### src/rtl/operand_fetch_if.sv
// Operand-fetch stage bundle: issue handshake, register-file ports, writeback and
// execute-side output. The slave modport is the stage's view; master is the surrounding pipeline.
interface operand_fetch_if #(
  parameter int REG_WIDTH = 8,
  parameter int REG_COUNT = 8
);
  localparam int AW = $clog2(REG_COUNT);

  logic                 in_valid;
  logic                 in_ready;
  logic [AW-1:0]        in_src1;
  logic [AW-1:0]        in_src2;
  logic [AW-1:0]        in_dst;
  logic                 in_wen;

  logic [AW-1:0]        rf_rd_addr1;
  logic [AW-1:0]        rf_rd_addr2;
  logic [REG_WIDTH-1:0] rf_rd_data1;
  logic [REG_WIDTH-1:0] rf_rd_data2;
  logic                 rf_we;
  logic [AW-1:0]        rf_wr_addr;
  logic [REG_WIDTH-1:0] rf_wr_data;

  logic                 wb_valid;
  logic [AW-1:0]        wb_addr;
  logic [REG_WIDTH-1:0] wb_data;

  logic                 out_valid;
  logic                 out_ready;
  logic [REG_WIDTH-1:0] out_op1;
  logic [REG_WIDTH-1:0] out_op2;
  logic [AW-1:0]        out_dst;
  logic                 out_wen;
  logic                 wb_err;

  modport slave (
    input  in_valid, in_src1, in_src2, in_dst, in_wen,
    input  rf_rd_data1, rf_rd_data2,
    input  wb_valid, wb_addr, wb_data,
    input  out_ready,
    output in_ready,
    output rf_rd_addr1, rf_rd_addr2, rf_we, rf_wr_addr, rf_wr_data,
    output out_valid, out_op1, out_op2, out_dst, out_wen, wb_err
  );

  modport master (
    output in_valid, in_src1, in_src2, in_dst, in_wen,
    output rf_rd_data1, rf_rd_data2,
    output wb_valid, wb_addr, wb_data,
    output out_ready,
    input  in_ready,
    input  rf_rd_addr1, rf_rd_addr2, rf_we, rf_wr_addr, rf_wr_data,
    input  out_valid, out_op1, out_op2, out_dst, out_wen, wb_err
  );
endinterface

### src/rtl/operand_fetch.sv
// Operand fetch / writeback stage: reads the register file, bypasses in-flight writebacks,
// stalls on RAW/WAW through a per-register pending scoreboard, buffers writebacks one cycle.
module operand_fetch #(
  parameter int REG_WIDTH = 8,
  parameter int REG_COUNT = 8
) (
  input  logic            clk,
  input  logic            rst_n,
  operand_fetch_if.slave  bus
);
  localparam int AW = $clog2(REG_COUNT);

  logic [REG_COUNT-1:0] pending_q, pending_d;
  logic [REG_COUNT-1:0] clr_vec, set_vec;
  logic                 wbuf_valid_q, wbuf_valid_d;
  logic [AW-1:0]        wbuf_addr_q, wbuf_addr_d;
  logic [REG_WIDTH-1:0] wbuf_data_q, wbuf_data_d;
  logic                 out_valid_q, out_valid_d;
  logic [REG_WIDTH-1:0] out_op1_q, out_op1_d;
  logic [REG_WIDTH-1:0] out_op2_q, out_op2_d;
  logic [AW-1:0]        out_dst_q, out_dst_d;
  logic                 out_wen_q, out_wen_d;
  logic                 wb_err_q, wb_err_d;
  logic                 hazard, in_ready, accept;

  // Newest value wins: the writeback arriving this cycle, then the buffered one, then the RF.
  function automatic logic [REG_WIDTH-1:0] sel_op(
    input logic [AW-1:0]        src,
    input logic [REG_WIDTH-1:0] rf_data,
    input logic                 wb_v,
    input logic [AW-1:0]        wb_a,
    input logic [REG_WIDTH-1:0] wb_d,
    input logic                 buf_v,
    input logic [AW-1:0]        buf_a,
    input logic [REG_WIDTH-1:0] buf_d
  );
    if (wb_v && wb_a == src)        return wb_d;
    else if (buf_v && buf_a == src) return buf_d;
    else                            return rf_data;
  endfunction

  always_comb begin
    clr_vec = '0;
    for (int r = 0; r < REG_COUNT; r++)
      clr_vec[r] = bus.wb_valid && (bus.wb_addr == AW'(r));
  end

  assign hazard = (pending_q[bus.in_src1] && !clr_vec[bus.in_src1]) ||
                  (pending_q[bus.in_src2] && !clr_vec[bus.in_src2]) ||
                  (bus.in_wen && pending_q[bus.in_dst] && !clr_vec[bus.in_dst]);
  assign in_ready = rst_n && !hazard && (!out_valid_q || bus.out_ready);
  assign accept   = bus.in_valid && in_ready;

  always_comb begin
    set_vec = '0;
    for (int r = 0; r < REG_COUNT; r++)
      set_vec[r] = accept && bus.in_wen && (bus.in_dst == AW'(r));
  end

  // A re-issue to a register in its own writeback cycle must leave it pending.
  assign pending_d = (pending_q & ~clr_vec) | set_vec;

  always_comb begin
    wbuf_valid_d = bus.wb_valid;
    wbuf_addr_d  = bus.wb_valid ? bus.wb_addr : wbuf_addr_q;
    wbuf_data_d  = bus.wb_valid ? bus.wb_data : wbuf_data_q;
    wb_err_d     = wb_err_q | (bus.wb_valid && !pending_q[bus.wb_addr]);
  end

  always_comb begin
    out_valid_d = out_valid_q;
    out_op1_d   = out_op1_q;
    out_op2_d   = out_op2_q;
    out_dst_d   = out_dst_q;
    out_wen_d   = out_wen_q;
    if (accept) begin
      out_valid_d = 1'b1;
      out_op1_d   = sel_op(bus.in_src1, bus.rf_rd_data1, bus.wb_valid, bus.wb_addr,
                           bus.wb_data, wbuf_valid_q, wbuf_addr_q, wbuf_data_q);
      out_op2_d   = sel_op(bus.in_src2, bus.rf_rd_data2, bus.wb_valid, bus.wb_addr,
                           bus.wb_data, wbuf_valid_q, wbuf_addr_q, wbuf_data_q);
      out_dst_d   = bus.in_dst;
      out_wen_d   = bus.in_wen;
    end else if (bus.out_ready) begin
      out_valid_d = 1'b0;
    end
  end

  always_ff @(posedge clk) begin
    if (!rst_n) begin
      pending_q    <= '0;
      wbuf_valid_q <= 1'b0;
      wbuf_addr_q  <= '0;
      wbuf_data_q  <= '0;
      out_valid_q  <= 1'b0;
      out_op1_q    <= '0;
      out_op2_q    <= '0;
      out_dst_q    <= '0;
      out_wen_q    <= 1'b0;
      wb_err_q     <= 1'b0;
    end else begin
      pending_q    <= pending_d;
      wbuf_valid_q <= wbuf_valid_d;
      wbuf_addr_q  <= wbuf_addr_d;
      wbuf_data_q  <= wbuf_data_d;
      out_valid_q  <= out_valid_d;
      out_op1_q    <= out_op1_d;
      out_op2_q    <= out_op2_d;
      out_dst_q    <= out_dst_d;
      out_wen_q    <= out_wen_d;
      wb_err_q     <= wb_err_d;
    end
  end

  assign bus.in_ready    = in_ready;
  assign bus.rf_rd_addr1 = bus.in_src1;
  assign bus.rf_rd_addr2 = bus.in_src2;
  assign bus.rf_we       = wbuf_valid_q;
  assign bus.rf_wr_addr  = wbuf_addr_q;
  assign bus.rf_wr_data  = wbuf_data_q;
  assign bus.out_valid   = out_valid_q;
  assign bus.out_op1     = out_op1_q;
  assign bus.out_op2     = out_op2_q;
  assign bus.out_dst     = out_dst_q;
  assign bus.out_wen     = out_wen_q;
  assign bus.wb_err      = wb_err_q;
endmodule

### src/flat_wrapper.sv
// flat-port wrapper written by rule: the top's interface ports become plain ports
module operand_fetch_flat 
#(
  parameter int REG_WIDTH = 8,
  parameter int REG_COUNT = 8
)
  (clk, rst_n, bus_in_valid, bus_in_src1, bus_in_src2, bus_in_dst, bus_in_wen, bus_rf_rd_data1, bus_rf_rd_data2, bus_wb_valid, bus_wb_addr, bus_wb_data, bus_out_ready, bus_in_ready, bus_rf_rd_addr1, bus_rf_rd_addr2, bus_rf_we, bus_rf_wr_addr, bus_rf_wr_data, bus_out_valid, bus_out_op1, bus_out_op2, bus_out_dst, bus_out_wen, bus_wb_err);
  operand_fetch_if #(.REG_WIDTH(REG_WIDTH), .REG_COUNT(REG_COUNT)) bus_i ();
  input  logic clk;
  input  logic rst_n;
  input wire logic [$bits(bus_i.in_valid)-1:0] bus_in_valid;
  input wire logic [$bits(bus_i.in_src1)-1:0] bus_in_src1;
  input wire logic [$bits(bus_i.in_src2)-1:0] bus_in_src2;
  input wire logic [$bits(bus_i.in_dst)-1:0] bus_in_dst;
  input wire logic [$bits(bus_i.in_wen)-1:0] bus_in_wen;
  input wire logic [$bits(bus_i.rf_rd_data1)-1:0] bus_rf_rd_data1;
  input wire logic [$bits(bus_i.rf_rd_data2)-1:0] bus_rf_rd_data2;
  input wire logic [$bits(bus_i.wb_valid)-1:0] bus_wb_valid;
  input wire logic [$bits(bus_i.wb_addr)-1:0] bus_wb_addr;
  input wire logic [$bits(bus_i.wb_data)-1:0] bus_wb_data;
  input wire logic [$bits(bus_i.out_ready)-1:0] bus_out_ready;
  output wire logic [$bits(bus_i.in_ready)-1:0] bus_in_ready;
  output wire logic [$bits(bus_i.rf_rd_addr1)-1:0] bus_rf_rd_addr1;
  output wire logic [$bits(bus_i.rf_rd_addr2)-1:0] bus_rf_rd_addr2;
  output wire logic [$bits(bus_i.rf_we)-1:0] bus_rf_we;
  output wire logic [$bits(bus_i.rf_wr_addr)-1:0] bus_rf_wr_addr;
  output wire logic [$bits(bus_i.rf_wr_data)-1:0] bus_rf_wr_data;
  output wire logic [$bits(bus_i.out_valid)-1:0] bus_out_valid;
  output wire logic [$bits(bus_i.out_op1)-1:0] bus_out_op1;
  output wire logic [$bits(bus_i.out_op2)-1:0] bus_out_op2;
  output wire logic [$bits(bus_i.out_dst)-1:0] bus_out_dst;
  output wire logic [$bits(bus_i.out_wen)-1:0] bus_out_wen;
  output wire logic [$bits(bus_i.wb_err)-1:0] bus_wb_err;
  assign bus_i.in_valid = bus_in_valid;
  assign bus_i.in_src1 = bus_in_src1;
  assign bus_i.in_src2 = bus_in_src2;
  assign bus_i.in_dst = bus_in_dst;
  assign bus_i.in_wen = bus_in_wen;
  assign bus_i.rf_rd_data1 = bus_rf_rd_data1;
  assign bus_i.rf_rd_data2 = bus_rf_rd_data2;
  assign bus_i.wb_valid = bus_wb_valid;
  assign bus_i.wb_addr = bus_wb_addr;
  assign bus_i.wb_data = bus_wb_data;
  assign bus_i.out_ready = bus_out_ready;
  assign bus_in_ready = bus_i.in_ready;
  assign bus_rf_rd_addr1 = bus_i.rf_rd_addr1;
  assign bus_rf_rd_addr2 = bus_i.rf_rd_addr2;
  assign bus_rf_we = bus_i.rf_we;
  assign bus_rf_wr_addr = bus_i.rf_wr_addr;
  assign bus_rf_wr_data = bus_i.rf_wr_data;
  assign bus_out_valid = bus_i.out_valid;
  assign bus_out_op1 = bus_i.out_op1;
  assign bus_out_op2 = bus_i.out_op2;
  assign bus_out_dst = bus_i.out_dst;
  assign bus_out_wen = bus_i.out_wen;
  assign bus_wb_err = bus_i.wb_err;
  operand_fetch #(.REG_WIDTH(REG_WIDTH), .REG_COUNT(REG_COUNT)) u_core (.clk(clk), .rst_n(rst_n), .bus(bus_i));
endmodule
### config.mk
export PLATFORM = sky130hd
export DESIGN_NAME = operand_fetch_flat
export DESIGN_NICKNAME = d
export VERILOG_FILES = /design/src/rtl/operand_fetch_if.sv /design/src/rtl/operand_fetch.sv /design/src/flat_wrapper.sv
export SDC_FILE = /design/constraint.sdc
export NUM_CORES = 1
export LEC_CHECK = 0
export ABC_AREA = 0
export CORE_MARGIN = 3
export CORE_UTILIZATION = 43
export CTS_BUF_LIST = sky130_fd_sc_hd__clkbuf_2
export DETAILED_ROUTE_END_ITERATION = 10
export GPL_TIMING_DRIVEN = 1
export PLACE_DENSITY_LB_ADDON = 0.2
export SYNTH_ARGS = -nofsm -noshare
export SYNTH_HDL_FRONTEND = slang
export SYNTH_SLANG_ARGS = --single-unit
export TNS_END_PERCENT = 1
### constraint.sdc
create_clock -name clk -period 2 [get_ports clk]
set_clock_uncertainty 0.15 [all_clocks]
set_input_delay 0.2 -clock clk [delete_from_list [all_inputs] [get_ports clk]]
set_output_delay 0.2 -clock clk [all_outputs]
set_load 0.05 [all_outputs]
Word-level counts from Yosys, hierarchy flattened:

Index checks and enable logic that the tools add are counted.

* order comparisons: 4
* eq/ne operators: 18
* muxes and demuxes: 20
* bitwise logic cells: 4
* reduce and logical (&&, ||, !) cells: 41

Operators by type and width (count)
* 2-to-1 mux 8 bit: 4
* logical AND 1 bit: 29
* == test 3 bit (second input constant): 8
* binary-select mux 1 bit (select 3 bit): 7
* less-than comparator 3 x 4 -> 1 bit (second input constant): 4
* == test 3 x 2 -> 1 bit (second input constant): 4
* == test 3 bit: 4
* 2-to-1 mux 1 bit: 9
* bitwise AND 8 bit: 1
* NOT 8 bit: 1
* bitwise OR 8 bit: 1
* == test 3 x 1 -> 1 bit (second input constant): 2
* zero test 1 bit: 6
* zero test 3 bit: 2
* logical OR 1 bit: 3
* nonzero test 2 bit: 1
* bitwise OR 1 bit: 1

* flip-flop bits (word level): 42
* input port bits: 42
* word-level logic and storage cells: 97

Logic depth before layout (Yosys ltp):

* depth after elaboration: 15
* mapped depth: 8
* mapped depth without buffers: 6

Least setup slack after synthesis:

OpenSTA, ideal clock, no wires.

* path kind: input to output
* start point: in bus_in_dst[0]
* end point: out bus_in_ready
* arrival: 1.787 ns
* data required time: 1.650 ns
* slack: -0.137 ns
* stages: 5
* buffers on the path: 1
* cells stage by stage: clkbuf_1 mux4_2 a211oi_2 nand2_2 inv_1

* cells in the longest elaborated chain, start to end: 8

Ends and longest elaborated chain
* from (decl): line flat_wrapper.sv:14 `input wire logic [$bits(bus_i.in_dst)-1:0] bus_in_dst;`
* binary-select mux 1 bit (select 3 bit): line operand_fetch.sv:50 `(bus.in_wen && pending_q[bus.in_dst] && !clr_vec[bus.in_dst]);`
* 2-to-1 mux 1 bit (implied by the code): line operand_fetch.sv:50
* logical AND 1 bit / zero test 1 bit (equally long branches): line operand_fetch.sv:50
* logical AND 1 bit (*): line operand_fetch.sv:50
* logical OR 1 bit (*): line operand_fetch.sv:49 `(pending_q[bus.in_src2] && !clr_vec[bus.in_src2]) ||`
* zero test 1 bit (*): line operand_fetch.sv:51 `assign in_ready = rst_n && !hazard && (!out_valid_q || bus.out_ready);`
* logical AND 1 bit (*) (2 in series): line operand_fetch.sv:51
* to (decl): line flat_wrapper.sv:22 `output wire logic [$bits(bus_i.in_ready)-1:0] bus_in_ready;`

Mark *: on every way between the ends. The rest lies on a longest branch, timed or not. The select of a mux whose other input is x is not followed.

Worst setup path after layout:

* start point: reg u_core.pending_q[7]
* end point: out bus_in_ready

* cells in the longest elaborated chain, start to end: 8

Ends and longest elaborated chain
* from (decl): line operand_fetch.sv:13 `logic [REG_COUNT-1:0] pending_q, pending_d;`
* from (signal assigned): line operand_fetch.sv:102 `pending_q <= pending_d;`
* binary-select mux 1 bit (select 3 bit) (on tied branches): line operand_fetch.sv:48, operand_fetch.sv:49, operand_fetch.sv:50
* 2-to-1 mux 1 bit (on tied branches): line operand_fetch.sv:48, operand_fetch.sv:49, operand_fetch.sv:50
* logical AND 1 bit (on tied branches): line operand_fetch.sv:48, operand_fetch.sv:49, operand_fetch.sv:50
* logical OR 1 bit / logical AND 1 bit (equally long branches): line operand_fetch.sv:48, operand_fetch.sv:50
* logical OR 1 bit (*): line operand_fetch.sv:49
* zero test 1 bit (*): line operand_fetch.sv:51
* logical AND 1 bit (*) (2 in series): line operand_fetch.sv:51

Marked as above.

==> impl_metrics.py <==
metrics = {
    "critical_path": {
        "arrival_ns": 2.00,
        "cp.required_ns": 1.65,
        "worst_setup_path_start_kind": "flop",
        "path_class": "flop to output pin",
        "end_kind": "output pin",
        "critical_path.max_fanout": 4,
    },
    "floorplanning": {
        "fp.dieH_um": 81.8,
        "pin_count": 83,
        "die_w_um": 81.8,
        "dieArea_mm2": 0.00669,
        "core_area_mm2": 0.00534,
        "initial_core_util": 0.463,
        "rows": 26,
    },
    "sta": {
        "relSlewSlack": 0.646,
        "worst_slack_ns": -0.355,
        "tns_ns": -4.76,
        "period_share": 1.18,
        "min_period_ns": 2.35,
        "final_max_slew_viol_count": 0,
        "hold_viol_final": 0,
        "setup_viol": 30,
        "hold_ws_ns": 0.225,
        "fmax_mhz": 425,
        "worstMarginPinSlew_ns": 0.531,
        "rsz0062_at_grt": "true",
    },
    "yosys": {
        "yosys-top-cells-area": "dfxtp_1, mux2i_1, mux4_2, nand2_1, a21oi_1",
        "synth-seq-area-share": 0.340,
        "synth_cell_types": 41,
        "syn_nets": 311,
        "yosys_warnings": 0,
        "yosysTopAreaCell": "dfxtp_1",
        "yosysMostFrequentCell": "mux2i_1",
        "synthFlopType": "dfxtp_1",
        "synth_edf_count": 0,
        "synth-async-reset-ratio": 0,
        "syn_avg_cell_area_um2": 9.19,
        "synthCells": 269,
        "netlist.area_leader.share": 0.340,
        "syn-cell-area_mm2": 0.00247,
        "synth_common_cells": "mux2i_1, dfxtp_1, nand2_1",
        "ys_ff_latch": 42,
    },
    "clock_network": {
        "clkSinkCount": 42,
        "clk-insertion-delay-late_ns": 0.42,
        "cts_buffers": 5,
        "clk_pin_slew_ns": 0.25,
        "cts_root_buf": "clkbuf_2",
        "cts_buffer_depth": 2,
        "cts_tree": "yes",
        "cts_max_level": 2,
    },
    "route": {
        "vias": 2453,
        "viasPerCell": 5.33,
        "routed_wl_mm": 7.67,
        "firstDrtPassIters": 4,
        "wl_per_cell_um": 16.7,
        "drt_iter0_markers": 159,
        "route.detailed.drc": 0,
        "ant_nets": 0,
    },
    "place": {
        "dpl.cell_count": 446,
        "pre_cts_ws_ns": -0.636,
        "dpl-instance-area_mm2": 0.00373,
        "numPortBuffers": 82,
        "gp_congestion": 0.893,
        "post-dp-hpwl_mm": 5.68,
    },
    "cells_and_area": {
        "finalNonFillerCells": 460,
        "nets": 431,
        "diodes": 0,
        "area_delta_synth_final_pct": 60.7,
        "drive_gt1_frac": 0.259,
        "fillers": 428,
        "utilization": 0.744,
        "final_area_mm2": 0.00397,
    },
    "flow_run": {
        "cap_viol_max_count": 0,
    },
    "global_routing": {
        "grtUsageTotal": 0.233,
        "grt_pass1_vias": 2485,
        "grt_first_pass_wirelength_mm": 11.9,
        "overflow": 0,
        "antenna_found_initial": 0,
        "grt_max_degree": 46,
    },
    "power_and_ir_drop": {
        "irDropWorstVdd_v": 0.000451,
        "p_per_area_mw_per_mm2": 572,
        "total_power_mw": 2.27,
        "leakage_nw": 2.09,
    },
    "min_path": {
        "hp-class": "input port to flop",
    },
    "run_status": {
        "violations": "negative setup slack",
        "status": "finished, violations left",
    },
}
## flip-flops by register name, summed over array words and instances, names as in the netlist
| signal | flops |
|---|---|
| u_core.bus.wb_err | 1 |
| u_core.bus.rf_wr_addr | 3 |
| u_core.bus.out_dst | 3 |
| u_core.pending_q | 8 |
| u_core.bus.out_op1 | 8 |
| u_core.bus.rf_wr_data | 8 |
| u_core.bus.out_wen | 1 |
| u_core.bus.out_op2 | 8 |
| u_core.bus.out_valid | 1 |
| u_core.bus.rf_we | 1 |
## final cells by class
| cell class | instances | area, um2 | area share |
|---|---|---|---|
| multi-input combinational | 196 | 1560 | 0.394 |
| timing repair buffer | 137 | 1370 | 0.345 |
| sequential | 42 | 851 | 0.214 |
| tap | 70 | 87.6 | 0.0221 |
| clock inverter | 3 | 43.8 | 0.0110 |
| inverter | 7 | 30.0 | 0.00756 |
| clock buffer | 5 | 25.0 | 0.00630 |
## what timing repair did
action                     CTS  global route
pin swaps                    3             7
setup endpoints to repair   40            48
cloned                       0             0
gates resized for setup     33            27
hold buffers                 0             0
buffers inserted             3             3
## power by group
part	internal [mW]	total, mW	switching, mW
logic	0.363	0.829	0.467
registers	0.895	0.935	0.0398
clock network	0.214	0.507	0.293
## critical path, cell delays in order, from the launching register on
cell and delay (ns):
dfxtp_4 0.42, mux4_2 0.51, o311ai_4 0.10, and4_4 0.28
nand2_4 0.07, clkinvlp_4 0.09, buf_12 0.13
## cells in the final DEF (no fill, tap or decap), drive strengths merged
master         count
nand4              3
dlymetal6s2s      18
inv                7
o311ai             6
dfxtp             42
clkinv             1
nor4bb             1
nand3b             1
o31ai              2
xnor2             10
buf               62
dlygate4sd2       16
o2111ai            1
a211oi             1
nand2             31
nor2              17
mux2i             47
nand2b             6
o211ai             4
or3b               1
mux2               2
and4               1
nand4b             1
clkbuf             5
or3                1
o21ai              1
clkdlybuf4s50     41
mux4               6
nor2b             10
clkinvlp           1
o21a               1
a21oi             20
and2               1
bufinv             1
a21boi             3
xor2               4
o41ai              5
nor3               3
nand3              6
## layer usage
| metal | wire length (um) | track usage |
|---|---|---|
| met1 | 3400 | 0.309 |
| met2 | 3690 | 0.380 |
| met3 | 486 | 0.0515 |
| met4 | 98 | 0.0615 |
| met5 | 0 | 0 |
## path summary, 6_finish.rpt
kind                                            start                     to  slack (ns)  depth (start not counted)
worst max-delay path              u_core.pending_q[7]           bus_in_ready       -0.35                          6
worst min-delay path                    bus_in_dst[0]    u_core.pending_q[2]        0.23                          3
worst max register to register    u_core.pending_q[7]    u_core.pending_q[6]       -0.21                          8
worst min register to register  u_core.bus.out_op2[7]  u_core.bus.out_op2[7]        0.32                          2
## cells by family after synthesis
logic type	after synthesis	synth area share
mux	55	0.254
simple gates	83	0.168
flops	42	0.340
compound gates	44	0.121
xor+xnor	14	0.0496
buf+inv	31	0.0673
No activity file was read; power rests on OpenSTA's default activity.
